[config.mk]
export PLATFORM = sky130hd
export DESIGN_NAME = uart_xfer_sched
export DESIGN_NICKNAME = d
export VERILOG_FILES = /design/src/rtl/uart_sched_pkg.sv /design/src/rtl/uart_xfer_sched_rr_arbiter.sv /design/src/rtl/uart_xfer_sched.sv
export SDC_FILE = /design/constraint.sdc
export NUM_CORES = 1
export LEC_CHECK = 0
export BUFFER_PORTS_ARGS = -buffer_cell sky130_fd_sc_hd__buf_2
export CORE_ASPECT_RATIO = 0.8
export CORE_MARGIN = 1
export CORE_UTILIZATION = 40
export DETAILED_ROUTE_END_ITERATION = 16
export PLACE_DENSITY = 0.66
export SYNTH_ARGS = -nofsm -noshare
export SYNTH_HDL_FRONTEND = slang
export SYNTH_SLANG_ARGS = --single-unit
[constraint.sdc]
create_clock -name clk -period 2.27 [get_ports clk]
set_input_delay 0.227 -clock clk [delete_from_list [all_inputs] [get_ports clk]]
set_output_delay 0.227 -clock clk [all_outputs]
set_load 0.03 [all_outputs]
[src/rtl/uart_sched_pkg.sv]
// uart_sched_pkg: FSM states, per-requester config field layout and response status bits
// shared by the UART transfer scheduler and its arbiter.
package uart_sched_pkg;
    typedef enum logic [2:0] {S_IDLE, S_ARB, S_SETUP, S_START, S_WAIT, S_RESP} state_e;
    localparam int CFG_W        = 24;
    localparam int BAUD_W       = 17;
    localparam int LEN_W        = 4;
    localparam int CFG_STOP2    = 0;
    localparam int CFG_PEN      = 1;
    localparam int CFG_PTYPE    = 2;
    localparam int CFG_LEN_LSB  = 3;
    localparam int CFG_BAUD_LSB = 7;
    localparam int ST_TX_ERR    = 0;
    localparam int ST_RX_ERR    = 1;
    localparam int ST_TIMEOUT   = 2;
    function automatic int wrap_idx(int base, int off, int n);
        return (base + off) % n;
    endfunction
endpackage

[src/rtl/uart_xfer_sched_rr_arbiter.sv]
// rr_arbiter: picks the first set request at or after the pointer, wrapping around.
module rr_arbiter
    import uart_sched_pkg::*;
#(
    parameter int NUM_REQ = 2,
    parameter int IW      = (NUM_REQ > 1) ? $clog2(NUM_REQ) : 1
) (
    input  logic [NUM_REQ-1:0] req_i,
    input  logic [IW-1:0]      ptr_i,
    output logic [NUM_REQ-1:0] gnt_o,
    output logic [IW-1:0]      idx_o,
    output logic               valid_o
);
    // Scan from the farthest slot back to the pointer so the nearest match wins.
    always_comb begin
        gnt_o   = '0;
        idx_o   = '0;
        valid_o = 1'b0;
        for (int k = NUM_REQ - 1; k >= 0; k--) begin
            if (req_i[wrap_idx(int'(ptr_i), k, NUM_REQ)]) begin
                gnt_o   = '0;
                gnt_o[wrap_idx(int'(ptr_i), k, NUM_REQ)] = 1'b1;
                idx_o   = IW'(wrap_idx(int'(ptr_i), k, NUM_REQ));
                valid_o = 1'b1;
            end
        end
    end
endmodule

[src/rtl/uart_xfer_sched.sv]
// uart_xfer_sched: round-robin scheduler sharing one UART loopback datapath among
// NUM_REQ requesters; programs the UART, strobes start, and returns byte and status.
module uart_xfer_sched
    import uart_sched_pkg::*;
#(
    parameter int NUM_REQ    = 2,
    parameter int SETUP_CYC  = 8,
    parameter int START_HOLD = 32,
    parameter int TIMEOUT    = 1_000_000
) (
    input  logic                     clk,
    input  logic                     rst,
    input  logic [NUM_REQ-1:0]       req,
    input  logic [NUM_REQ*8-1:0]     req_data,
    input  logic [NUM_REQ*CFG_W-1:0] req_cfg,
    output logic [NUM_REQ-1:0]       gnt,
    output logic [NUM_REQ-1:0]       rsp_valid,
    output logic [7:0]               rsp_data,
    output logic [2:0]               rsp_status,
    output logic                     u_tx_start,
    output logic                     u_rx_start,
    output logic [7:0]               u_tx_data,
    output logic [BAUD_W-1:0]        u_baud,
    output logic [LEN_W-1:0]         u_length,
    output logic                     u_parity_type,
    output logic                     u_parity_en,
    output logic                     u_stop2,
    input  logic                     u_tx_done,
    input  logic                     u_rx_done,
    input  logic                     u_tx_err,
    input  logic                     u_rx_err,
    input  logic [7:0]               u_rx_out
);
    localparam int IW = (NUM_REQ > 1) ? $clog2(NUM_REQ) : 1;
    state_e             state_q;
    logic [IW-1:0]      ptr_q, arb_idx;
    logic [NUM_REQ-1:0] gnt_q, rsp_valid_q, arb_gnt;
    logic               arb_valid, start_q;
    logic [7:0]         tx_data_q, rsp_data_q, rxs1_q, rxs2_q, rx_byte_q, rx_byte_d;
    logic [2:0]         rsp_status_q, status_d;
    logic [CFG_W-1:0]   cfg_q;
    logic [31:0]        cnt_q;
    logic [3:0]         sync1_q, sync2_q;
    logic [1:0]         done_prev_q, done_edge;
    logic               tx_seen_q, rx_seen_q, tx_err_q, rx_err_q;
    logic               tx_seen_d, rx_seen_d, tx_err_d, rx_err_d;

    rr_arbiter #(.NUM_REQ(NUM_REQ), .IW(IW)) u_arb (
        .req_i(req), .ptr_i(ptr_q), .gnt_o(arb_gnt), .idx_o(arb_idx), .valid_o(arb_valid)
    );

    // sync bits: {rx_err, tx_err, rx_done, tx_done}; errors count only alongside their done edge
    assign done_edge = sync2_q[1:0] & ~done_prev_q;
    assign tx_seen_d = tx_seen_q | done_edge[0];
    assign rx_seen_d = rx_seen_q | done_edge[1];
    assign tx_err_d  = tx_err_q | (done_edge[0] & sync2_q[2]);
    assign rx_err_d  = rx_err_q | (done_edge[1] & sync2_q[3]);
    assign rx_byte_d = done_edge[1] ? rxs2_q : rx_byte_q;

    always_comb begin
        status_d             = '0;
        status_d[ST_TX_ERR]  = tx_err_d;
        status_d[ST_RX_ERR]  = rx_err_d;
        status_d[ST_TIMEOUT] = ~(tx_seen_d & rx_seen_d);
    end

    always_ff @(posedge clk or negedge rst) begin
        if (!rst) begin
            state_q      <= S_IDLE;
            ptr_q        <= '0;
            gnt_q        <= '0;
            rsp_valid_q  <= '0;
            rsp_data_q   <= '0;
            rsp_status_q <= '0;
            start_q      <= 1'b0;
            tx_data_q    <= '0;
            cfg_q        <= '0;
            cnt_q        <= '0;
            sync1_q      <= '0;
            sync2_q      <= '0;
            done_prev_q  <= '0;
            rxs1_q       <= '0;
            rxs2_q       <= '0;
            rx_byte_q    <= '0;
            tx_seen_q    <= 1'b0;
            rx_seen_q    <= 1'b0;
            tx_err_q     <= 1'b0;
            rx_err_q     <= 1'b0;
        end else begin
            sync1_q     <= {u_rx_err, u_tx_err, u_rx_done, u_tx_done};
            sync2_q     <= sync1_q;
            done_prev_q <= sync2_q[1:0];
            rxs1_q      <= u_rx_out;
            rxs2_q      <= rxs1_q;
            rsp_valid_q <= '0;
            if (state_q == S_START || state_q == S_WAIT) begin
                tx_seen_q <= tx_seen_d;
                rx_seen_q <= rx_seen_d;
                tx_err_q  <= tx_err_d;
                rx_err_q  <= rx_err_d;
                rx_byte_q <= rx_byte_d;
            end
            case (state_q)
                S_IDLE: state_q <= (|req) ? S_ARB : S_IDLE;
                S_ARB: begin
                    state_q <= arb_valid ? S_SETUP : S_IDLE;
                    if (arb_valid) begin
                        gnt_q     <= arb_gnt;
                        tx_data_q <= req_data[8*arb_idx +: 8];
                        cfg_q     <= req_cfg[CFG_W*arb_idx +: CFG_W];
                        ptr_q     <= IW'(wrap_idx(int'(arb_idx), 1, NUM_REQ));
                        cnt_q     <= '0;
                        tx_seen_q <= 1'b0;
                        rx_seen_q <= 1'b0;
                        tx_err_q  <= 1'b0;
                        rx_err_q  <= 1'b0;
                        rx_byte_q <= '0;
                    end
                end
                S_SETUP: begin
                    cnt_q   <= (cnt_q == 32'(SETUP_CYC - 1)) ? '0 : cnt_q + 1;
                    start_q <= (cnt_q == 32'(SETUP_CYC - 1));
                    state_q <= (cnt_q == 32'(SETUP_CYC - 1)) ? S_START : S_SETUP;
                end
                S_START: begin
                    cnt_q   <= (cnt_q == 32'(START_HOLD - 1)) ? 32'(TIMEOUT) : cnt_q + 1;
                    start_q <= (cnt_q != 32'(START_HOLD - 1));
                    state_q <= (cnt_q == 32'(START_HOLD - 1)) ? S_WAIT : S_START;
                end
                S_WAIT: begin
                    if ((tx_seen_d && rx_seen_d) || cnt_q == '0) begin
                        state_q      <= S_RESP;
                        rsp_valid_q  <= gnt_q;
                        rsp_data_q   <= rx_seen_d ? rx_byte_d : 8'h00;
                        rsp_status_q <= status_d;
                    end else begin
                        cnt_q <= cnt_q - 1;
                    end
                end
                S_RESP: begin
                    gnt_q   <= '0;
                    state_q <= S_IDLE;
                end
                default: state_q <= S_IDLE;
            endcase
        end
    end

    assign gnt           = gnt_q;
    assign rsp_valid     = rsp_valid_q;
    assign rsp_data      = rsp_data_q;
    assign rsp_status    = rsp_status_q;
    assign u_tx_start    = start_q;
    assign u_rx_start    = start_q;
    assign u_tx_data     = tx_data_q;
    assign u_baud        = cfg_q[CFG_BAUD_LSB +: BAUD_W];
    assign u_length      = cfg_q[CFG_LEN_LSB +: LEN_W];
    assign u_parity_type = cfg_q[CFG_PTYPE];
    assign u_parity_en   = cfg_q[CFG_PEN];
    assign u_stop2       = cfg_q[CFG_STOP2];
endmodule
==> impl_metrics.tcl, run 1 <==
set metrics [dict create \
    period_share_pct 98.23 \
    synth-seq-cells 122 \
    max_slew_margin_pct 63.20 \
    synth_edf_count 0 \
    powerDensity_nw_per_um2 613.5 \
    synth.area.mux_share_pct 6.305 \
    outcome "finished clean" \
    post-route-min-period_ns 2.230 \
    ys_seq_area_share_pct 46.91 \
    clock_latency_ns 0.42 \
    grt_pass1_wl_mm 29.95 \
    synth_top_family_by_area "simple AND/OR/NAND/NOR gates" \
    crit_type "flip-flop to flip-flop" \
    start_util_pct 41.06 \
    clock_path_buffers 2 \
    cts_root_buf "clkbuf_16" \
    cp.required_ns 2.59 \
    portBuffers 128 \
    rsz0062_at_grt "yes" \
    ios 129 \
    wl_per_cell_um 16.85 \
    synth_simple_gate_area_share_pct 21.15 \
    async_flop_share_pct 100.0 \
    fin_area_um2 8852 \
    hold_violations 0 \
    synth-compound-area-share_pct 19.49 \
    vdd_ir_drop_max_mv 0.4490 \
    fin_cells 1136 \
    drv_cap 0 \
    finalPower_mw 5.431 \
    path_clk_slew_ns 0.07 \
    fmax_mhz 448.5 \
    syn-num-nets 790 \
    nets 991 \
    clock_skew_ns 0.009751 \
    final_util_pct 55.85 \
    slew_viol_final 0 \
    final_cell_mix "buf_2 (128), dfrtp_1 (117), buf_4 (92)" \
    grt_max_degree 59 \
    setup_viol 0 \
    routed_via_density 5.563 \
    ys_top_cells_by_area "dfrtp_1 (47%), mux2i_1 (6.3%), a21oi_1 (5.5%)" \
    routed-via-count 6319 \
    final.setup.tns_ns 0 \
    drtIter0Drc 445 \
    wl_mm 19.14 \
    hp-class "primary input to flip-flop" \
    synth_adder_area_share_pct 0.5767 \
    area_delta_synth_final_pct 36.01 \
    synthXorXnorAreaFrac_pct 1.346 \
    crit_path_start_kind "flip-flop" \
    synth_ff_type "dfrtp_1" \
    worst_pin_slew_ns 0.5520 \
    track_usage_pct 23.31 \
    ant_nets 0 \
    yosysWarnings 0 \
    cts_sinks 122 \
    final_common_cell "buf_2" \
    die-area_um2 16790 \
    first_global_vias 5771 \
    coreArea_um2 15850 \
    first_pass_iters 6 \
    synth_area_per_cell_um2 9.206 \
    critPathArrivalTime_ns 2.55 \
    preCtsSetupSlack_ns 0.005852 \
    whs_ns 0.1012 \
    synth_area_um2 6509 \
    synth_cell_types 70 \
    chipHeight_um 116.1 \
    place_area_um2 7898 \
    gr-total-overflow 0 \
    place_congestion 0.9002 \
    place_hpwl_mm 12.94 \
    drive_gt1_share_pct 32.90 \
    die_w_um 144.6 \
    cts.htree.levels 4 \
    dp.cells 1077 \
    synth_cells 707 \
    cts_made_buffers 17 \
    insertedDiodeCount 0 \
    std_cell_rows 41 \
    fillCellCount 1382 \
    worst_slack_ns 0.04023 \
    end_kind "flip-flop" \
    yosysTopAreaCell "dfrtp_1" \
    route.detailed.drc 0 \
    crit_fanout 8 \
    cts_tree "built" \
    yosysTopAreaCellShare_pct 46.91 \
    p_leak_nw 4.080 \
    antenna_found_initial 0 \
]
==> metal layers <==
metal	vias up	track usage [%]	wire, um
li1	2996	-	-
met1	2981	33.34	8635
met2	295	34.33	8579
met3	47	6.027	1528
met4	0	7.649	399
met5	-	0	0
==> worst paths after layout <==
kind | startpoint | end | slack, ns | depth (start not counted)
setup reg to reg | cnt_q[6] | state_q[0] | 0.04 | 8
hold / removal | req_data[10] | u_tx_data[2] | 0.10 | 3
min in group asynchronous | rst | rxs1_q[3] | 0.33 | 2
setup / recovery | cnt_q[6] | state_q[0] | 0.04 | 8
hold reg to reg | rxs1_q[4] | rxs2_q[4] | 0.34 | 0
max in group asynchronous | rst | rxs1_q[4] | 1.22 | 3
==> report_power, final <==
part           internal (mW)  switching (mW)
clock                   1.46            1.17
sequential              2.27          0.0482
combinational          0.191           0.295
total                   3.92            1.51
==> sequential cells by signal, summed over array words and instances (netlist names), 3 cells and up <==
name	count
rx_byte_q	8
rsp_data	8
sync1_q	4
state_q	3
cnt_q	32
u_tx_data	8
sync2_q	4
rxs2_q	8
rxs1_q	8
rsp_status	3
cfg_q	24
==> synth_stat cells, types with 3 or more instances <==
master     instances
nor2_1            84
nor4_1            13
o22ai_1           10
nand3_1           21
nor2b_1            5
nand2b_1           3
a21o_1             3
and3_1             9
o211ai_1           4
dfrtp_1          122
o21ai_1           11
xnor2_1            6
a221oi_1           3
buf_2             13
xor2_1             4
nor3b_1            4
o31a_1             3
buf_1              5
nand4_1           15
nor4_2             3
o21ai_0           28
clkbuf_1          39
a21oi_1           72
o22a_1             4
nand2_1           55
o2bb2ai_1         10
or3_1              4
a31oi_1            9
a211oi_1           6
and2_1             9
mux2i_1           41
nor3_1            20
ha_1               3
a22o_1             8
o31ai_1            5
inv_1              8
==> critical path: stages, from the launching register on <==
cell     delay [ns]
dfrtp_1        0.52
nor3_1         0.24
buf_4          0.15
nand4_1        0.19
buf_4          0.22
or4_4          0.49
a21oi_4        0.14
o21ai_2        0.10
o31ai_1        0.08
==> cell type report <==
cell class	count	area [um^2]	share of cell area, %
timing repair buffer	241	1587	17.92
tap	215	269.0	3.039
inverter	8	30.03	0.3392
sequential	122	3059	34.56
multi-input combinational	518	3331	37.63
clock buffer	17	425.4	4.806
clock inverter	15	151.4	1.710
==> logic make-up (layout without fill, tap and decap cells) <==
logic type      count (synthesis)  after routing
fa+ha+maj                       3              3
xor+xnor                       10             10
compound gates                198            198
mux                            41             41
simple gates                  266            266
buf+inv                        67            281
flops                         122            122
==> timing repair <==
item,in CTS,in global routing
setup endpoints to repair,3,40
hold endpoints to repair,48,0
hold buffers,13,0
buffers inserted,0,12
resized for setup,1,31
cloned,0,2
pin swaps,0,17
No activity file was read; power rests on OpenSTA's default activity.
==> run 2, diff against run 1 <==
- RECOVER_POWER: default -> 100
- SLEW_MARGIN: default -> 40
==> run 2 against run 1 <==
Final cell count unchanged. First-iteration DRC count grew 9.7%. Sequential power about the same. Power fell by 0.47%. Maximum frequency decreased by 0.52%. Non-clock buffer count stayed put. Clock power about the same. Core utilization is 0.65 points lower. Clock-buffer cell count stayed put. Clock skew increased by 0.0016 ns. Register-to-register slack about the same. Critical path type unchanged. Critical endpoint is now cnt_q[29]. Highest routed layer unchanged.
==> impl_metrics.tcl, run 2 (synthesized netlist as in run 1, its figures left out) <==
set metrics [dict create \
    chipHeight_um 116.1 \
    hold_violations 0 \
    cts_root_buf "clkbuf_16" \
    post-route-min-period_ns 2.241 \
    grt_pass1_wl_mm 29.95 \
    multiInputGateArea_um2 3324 \
    clock_path_buffers 2 \
    track_usage_pct 23.31 \
    wl_met1_mm 8.676 \
    ios 129 \
    vdd_ir_drop_max_mv 0.4457 \
    cts.htree.levels 4 \
    preCtsSetupSlack_ns 0.005852 \
    cp.required_ns 2.57 \
    setup_viol 0 \
    insertedDiodeCount 0 \
    max_slew_margin_pct 30.43 \
    wl_per_cell_um 16.88 \
    routed-via-count 6282 \
    ff_latch_area_um2 3059 \
    die_w_um 144.6 \
    end_kind "flip-flop" \
    powerDensity_nw_per_um2 617.7 \
    highest_layer "met4" \
    final_common_cell "dfrtp_1" \
    drv_cap 0 \
    comb_power_share_pct 8.6 \
    start_util_pct 41.06 \
    antenna_found_initial 0 \
    fmax_mhz 446.1 \
    routed_via_density 5.530 \
    die-area_um2 16790 \
    cts_made_buffers 17 \
    wl_mm 19.18 \
    place_hpwl_mm 12.94 \
    grt_max_degree 59 \
    p_int_mw 3.902 \
    worst_slack_ns 0.02859 \
    route.detailed.drc 0 \
    first_pass_iters 5 \
    hp-class "primary input to flip-flop" \
    period_share_pct 98.74 \
    p_seq_share_pct 43.0 \
    portBuffers 128 \
    cts_tree "built" \
    gr-total-overflow 0 \
    wl_met3_mm 1.517 \
    crit_fanout 8 \
    fin_area_um2 8750 \
    critPathArrivalTime_ns 2.54 \
    largest_reg_flops 32 \
    final_cell_mix "dfrtp_1 (117), buf_4 (85), nor2_1 (84)" \
    slew_viol_final 0 \
    wl_met2_mm 8.631 \
    fillCellCount 1414 \
    first_global_vias 5771 \
    clock_skew_ns 0.01136 \
    p_sw_mw 1.503 \
    area_delta_synth_final_pct 34.43 \
    coreArea_um2 15850 \
    nets 991 \
    hold_path_depth 3 \
    top_regs "cnt_q x32, cfg_q x24" \
    switching_share_pct 27.81 \
    place_area_um2 7898 \
    clock_latency_ns 0.42 \
    crit_type "flip-flop to flip-flop" \
    rsz0062_at_grt "yes" \
    outcome "finished clean" \
    path_clk_slew_ns 0.07 \
    crit_path_start_kind "flip-flop" \
    top_register "cnt_q" \
    ant_nets 0 \
    clockPowerShare_pct 48.4 \
    cts_sinks 122 \
    drive_gt1_share_pct 27.04 \
    place_congestion 0.9002 \
    worst_pin_slew_ns 1.044 \
    reg2reg_depth 8 \
    drtIter0Drc 488 \
    p_leak_nw 3.906 \
    std_cell_rows 41 \
]
run 2: changes by cell type in the layout (fill, tap and decap cells not counted), moves of 4 or more:
cell,previous run,this run
clkbuf_1,0,53
buf_2,128,78
buf_4,92,85
clkbuf_2,0,4
run 2: final timing paths:
path	start	slack [ns]	to
worst max-delay path	cnt_q[5]	0.03	cnt_q[29]
worst min-delay path	req_data[10]	0.11	u_tx_data[2]
worst max register to register	cnt_q[5]	0.03	cnt_q[29]
worst min register to register	rxs1_q[4]	0.34	rxs2_q[4]
max in group asynchronous	rst	0.40	cnt_q[2]
min in group asynchronous	rst	0.53	rxs1_q[3]
run 2: repair_timing:
item | 4_1_cts | 5_1_grt
hold buffers | 13 | 0
pin swaps | 0 | 17
cloned | 0 | 2
endpoints found under the hold margin | 48 | 0
setup buffers | 0 | 12
endpoints found under the setup margin | 3 | 40
resized for setup | 1 | 31
run 2: layout make-up:
class,instances,share of cell area [%]
multi-input combinational,518,38.00
sequential,122,34.96
timing repair buffer,241,17.03
clock inverter,15,1.730
tap,215,3.075
inverter,8,0.3432
clock buffer,17,4.862
run 2: stage by stage:
| stage | hold slack, ns | TNS [ns] | util [%] | cells | power (mW) |
|---|---|---|---|---|---|
| detailed placement | 0.2577 | 0 | 49.82 | 1077 | 2.831 |
| finish | 0.1058 | 0 | 55.20 | 1136 | 5.405 |
| global route | 0.09248 | -0.5243 | 55.20 | 1136 | 5.631 |
| floorplan | -0.06859 | 0 | - | 707 | 2.615 |
| global placement | 0.2563 | -0.006329 | 49.82 | 1077 | 2.820 |
| CTS | 0.08377 | 0 | 54.32 | 1122 | 5.489 |
run 2: power by group through the flow:
stage          combinational, mW  sequential (mW)  clock (mW)
5_1_grt                    0.516             2.33        2.78
3_3_place_gp               0.465             2.35           0
3_5_place_dp               0.473             2.36           0
4_1_cts                    0.493             2.32        2.67
6_report                   0.465             2.32        2.62
2_1_floorplan              0.152             2.46           0
run 2: critical path, stage by stage, from the launching register on:
cell,delay [ns]
dfrtp_2,0.47
nor4_4,0.34
nand4_1,0.17
buf_4,0.20
o31a_1,0.28
a21oi_2,0.24
buf_6,0.18
a21oi_2,0.04
o22a_1,0.20
run 2: routing by layer:
metal | global-route usage [%] | vias up
li1 | - | 2998
met1 | 33.34 | 2968
met2 | 34.33 | 275
met3 | 6.027 | 41
met4 | 7.649 | 0
met5 | 0 | -
